===== config.mk =====
export PLATFORM = sky130hd
export DESIGN_NAME = fifo_stream_reader
export DESIGN_NICKNAME = d
export VERILOG_FILES = /design/src/rtl/fifo_stream_reader.sv
export SDC_FILE = /design/constraint.sdc
export NUM_CORES = 1
export LEC_CHECK = 0
export ABC_AREA = 1
export BUFFER_PORTS_ARGS = -buffer_cell sky130_fd_sc_hd__buf_2
export CORE_MARGIN = 2
export CORE_UTILIZATION = 54
export DETAILED_ROUTE_END_ITERATION = 8
export GPL_TIMING_DRIVEN = 0
export PLACE_DENSITY_LB_ADDON = 0.15
export SYNTH_ARGS = -nofsm -noshare
export SYNTH_HDL_FRONTEND = slang
export SYNTH_SLANG_ARGS = --single-unit

===== constraint.sdc =====
create_clock -name clk -period 2 [get_ports clk]
set_clock_uncertainty 0.15 [all_clocks]
set_input_delay 0.1 -clock clk [delete_from_list [all_inputs] [get_ports clk]]
set_output_delay 0.1 -clock clk [all_outputs]
set_load 0.02 [all_outputs]

===== src/rtl/fifo_stream_reader.sv =====
// Read-side master for a sync FIFO: issues pops, absorbs the 1-cycle read latency,
// and re-presents the words as a valid/ready stream through a 2-entry skid buffer.
module fifo_stream_reader #(
  parameter int unsigned FIFO_WIDTH = 16,
  parameter int unsigned CNT_WIDTH  = 16
) (
  input  logic                  clk,
  input  logic                  rst,
  input  logic                  enable,
  input  logic                  fifo_empty,
  input  logic                  fifo_underflow,
  input  logic [FIFO_WIDTH-1:0] fifo_dout,
  output logic                  fifo_rd_en,
  output logic                  m_valid,
  output logic [FIFO_WIDTH-1:0] m_data,
  input  logic                  m_ready,
  output logic [CNT_WIDTH-1:0]  beat_count,
  output logic                  underflow_err,
  input  logic                  clear_err
);

  logic [1:0]            occ;
  logic                  inflight;
  logic [FIFO_WIDTH-1:0] tail;
  logic                  pop;
  logic [1:0]            pending;
  logic [1:0]            occ_nxt;

  assign pop     = m_valid & m_ready;
  assign pending = occ + 2'(inflight);
  assign occ_nxt = pending - 2'(pop);

  // Combinational from m_ready so a slot freed this cycle can be refilled at once.
  assign fifo_rd_en = !rst & enable & !fifo_empty & (occ_nxt < 2'd2);

  // m_data is the buffer head; tail holds the second entry when occ == 2.
  always_ff @(posedge clk or posedge rst) begin
    if (rst) begin
      occ           <= 2'd0;
      inflight      <= 1'b0;
      tail          <= '0;
      m_valid       <= 1'b0;
      m_data        <= '0;
      beat_count    <= '0;
      underflow_err <= 1'b0;
    end else begin
      assert (!(inflight && occ == 2'd2));
      inflight <= fifo_rd_en;
      occ      <= occ_nxt;
      m_valid  <= (occ_nxt != 2'd0);
      case ({inflight, pop})
        2'b10: begin
          if (occ == 2'd0) m_data <= fifo_dout;
          else             tail   <= fifo_dout;
        end
        2'b01: begin
          if (occ == 2'd2) m_data <= tail;
        end
        2'b11: begin
          if (occ == 2'd1) begin
            m_data <= fifo_dout;
          end else begin
            m_data <= tail;
            tail   <= fifo_dout;
          end
        end
        default: ;
      endcase
      beat_count <= beat_count + CNT_WIDTH'(pop);
      // Set wins over clear.
      if (fifo_underflow)  underflow_err <= 1'b1;
      else if (clear_err)  underflow_err <= 1'b0;
    end
  end

endmodule


==> impl_metrics.json <==
{
  "synth_enable_flop_cells": 0,
  "clockRootBuffer": "clkbuf_8",
  "ctsLongestPathBuffers": 2,
  "maxCapViolations": 0,
  "antenna_found_initial": 0,
  "r2r-end": "beat_count[10]$_DFF_PP0_",
  "gr-total-overflow": 0,
  "ys_ff_latch": 53,
  "met1_length_mm": 2.72,
  "synth_warnings": 0,
  "first_iter_violations": 105,
  "cp_max_fo": 6,
  "max_freq_mhz": 519,
  "clock-sinks": 53,
  "reg2reg_slack_ps": 200,
  "async_reset_ff_share_pct": 100,
  "netlist_instances": 315,
  "io_pins": 58,
  "synth.cell_area_um2": 2580,
  "port_buffers": 57,
  "wl_per_cell_um": 12.4,
  "peakVddDrop_uv": 661,
  "synth_ff_type": "dfrtp_1",
  "fin_nets": 427,
  "top_layer": "met4",
  "crit_arrival_ps": 1680,
  "antenna_left": 0,
  "min_from": "m_ready",
  "totalWireLength_mm": 5.65,
  "place.gp.congestion": 0.770,
  "critical_path_class": "reg2out",
  "diodes": 0,
  "route.met3.wl_um": 205,
  "critPathCaptureType": "output port",
  "leakage_nw": 1.78,
  "coreArea_um2": 4660,
  "grt_usage_pct": 23.3,
  "htreeDepth": 2,
  "worst_slew_pin_slew_ps": 323,
  "synth_cell_types": 21,
  "grt_pass1_wl_mm": 9.72,
  "synth-adder-area-share_pct": 1.45,
  "period_minus_slack_ps": 1930,
  "cp.required_ps": 1750,
  "hp-class": "in2reg",
  "drive_above_1_share_pct": 22.9,
  "maxSlewHeadroom_pct": 78.5,
  "routed_via_density": 4.96,
  "ys_top_cells_by_count": "nand2_1 (148), dfrtp_1 (53), nand3_1 (42)",
  "synth.area.top_cells": "dfrtp_1 (51%), nand2_1 (22%), nand3_1 (8.1%), nor2_1 (2.5%), inv_1 (2.2%)",
  "dr.pass1.iters": 4,
  "initial_core_util_pct": 55.4,
  "drc": 0,
  "setup_viol": 0,
  "area_delta_synth_final_pct": 27.2,
  "syn_nets": 341,
  "synthSimpleGateAreaFrac_pct": 37.1,
  "finalHoldViolCount": 0,
  "hold_depth": 4,
  "grt_pass1_vias": 2164,
  "yosysMostFrequentCell": "nand2_1",
  "drv_slew": 0,
  "cts_buffers": 5,
  "status": "finished, final reports clean",
  "critical_path.startpoint_type": "register",
  "synth_top_area_share_pct": 51.3,
  "rsz0062_at_grt": "yes",
  "place_hpwl_mm": 3.72,
  "p_per_area_nw_per_um2": 1200,
  "placed_cells": 427,
  "final_util_pct": 70.5,
  "yosysSeqAreaShare_pct": 51.3,
  "synth_xor_area_share_pct": 3.05,
  "grt_max_degree": 41,
  "muxShareOfSynthArea_pct": 0,
  "die_w_um": 73.2,
  "fillCellCount": 379,
  "clk_pin_slew_ps": 90,
  "finalCritPeriodShare_pct": 96.3,
  "synth_top_family_by_area": "simple AND/OR/NAND/NOR gates",
  "instances_no_fill": 456,
  "worstHoldEndpoint": "beat_count[3]$_DFF_PP0_",
  "yosysTopAreaCell": "dfrtp_1",
  "fin_tns_setup_ps": 0,
  "rows": 25,
  "cts_tree": "done",
  "synth_compound_area_share_pct": 1.50,
  "timing.hold.ws_ps": 88.4,
  "postCtsSetupRepairBufs": 0,
  "dieArea_um2": 5350,
  "power_mw": 3.95,
  "fp.dieH_um": 73.2,
  "syn_avg_cell_area_um2": 8.20,
  "rr_worst_depth": 8,
  "wl_met2_mm": 2.67,
  "rr_startpoint": "m_valid$_DFF_PP0_",
  "via_count": 2261,
  "clock_latency_ps": 300
}
critical path, stage by stage (launching register included):
cell     delay [ps]
dfrtp_1         370
buf_4           160
inv_1            70
nand3_1          80
nand2_1          80
ha_2            170
inv_1            50
nand3_2          80
nand2_2          80
nor2_4          120
buf_6           120
worst max-delay path by stage:
| stage | startpoint | end | slack [ps] | depth (start not counted) |
|---|---|---|---|---|
| after floorplan | m_valid$_DFF_PP0_ | beat_count[9]$_DFF_PP0_ | 190 | 8 |
| after global placement | rst | m_data[7]$_DFFE_PP0P_ | -240 | 2 |
| after detailed placement | m_valid$_DFF_PP0_ | beat_count[9]$_DFF_PP0_ | 130 | 8 |
| after CTS | inflight$_DFF_PP0_ | fifo_rd_en | 4 | 10 |
| after global routing | inflight$_DFF_PP0_ | fifo_rd_en | -60 | 10 |
| final | inflight$_DFF_PP0_ | fifo_rd_en | 70 | 10 |
flip-flops by register name, indices dropped and copies added, names as in the netlist:
signal         cells
underflow_err      1
beat_count        16
m_valid            1
m_data            16
inflight           1
occ                2
tail              16
metal layers:
metal | up-vias | track usage [%]
li1 | 1165 | -
met1 | 1035 | 32.0
met2 | 56 | 38.0
met3 | 5 | 3.59
met4 | 0 | 7.20
met5 | - | 0
cells by family after synthesis:
group / after synthesis
adder cells (fa/ha/maj): 3
AO/OA/AOI/OAI: 4
AND/OR/NAND/NOR: 220
flip-flops: 53
XOR/XNOR: 9
buffers and inverters: 26
cell type report:
type | instances | area (µm²) | share of cell area, %
clock inverter | 3 | 22.5 | 0.685
buffer | 9 | 71.3 | 2.17
timing repair buffer | 79 | 522 | 15.9
inverter | 17 | 71.3 | 2.17
multi-input combinational | 236 | 1140 | 34.6
tap | 54 | 67.6 | 2.06
sequential | 53 | 1330 | 40.4
clock buffer | 5 | 68.8 | 2.09
power breakdown:
group	total, mW	switching (mW)	internal, mW
logic	1.60	0.991	0.612
clock network	0.602	0.356	0.246
registers	1.75	0.279	1.47
total	3.95	1.63	2.33
repair_timing:
| action | in CTS | in global routing |
|---|---|---|
| hold endpoints to repair | 87 | 0 |
| hold buffers | 21 | 0 |
| resized for setup | 0 | 9 |
| endpoints found under the setup margin | 0 | 4 |
metrics by stage:
| stage | setup WS [ps] | cell area (µm²) |
|---|---|---|
| final | 73.1 | 3290 |
| after global placement | -244 | 2940 |
| after detailed placement | 130 | 2960 |
| after CTS | 3.92 | 3260 |
| after floorplan | 185 | 2580 |
| after global routing | -62.7 | 3290 |
layout by cell type, fill, tap and decap left out, types with 3 or more instances in the layout:
cell type and instances:
clkinvlp_4 3, dfrtp_1 53, nand3_1 41, xor2_1 5, buf_6 4, nand2_1 147, inv_1 14, xnor2_1 4
nand2_4 4, dlygate4sd3_1 21, buf_4 3, nand4_1 4, buf_2 59, clkbuf_8 5, nor2_1 14
No activity file was read; power rests on OpenSTA's default activity.
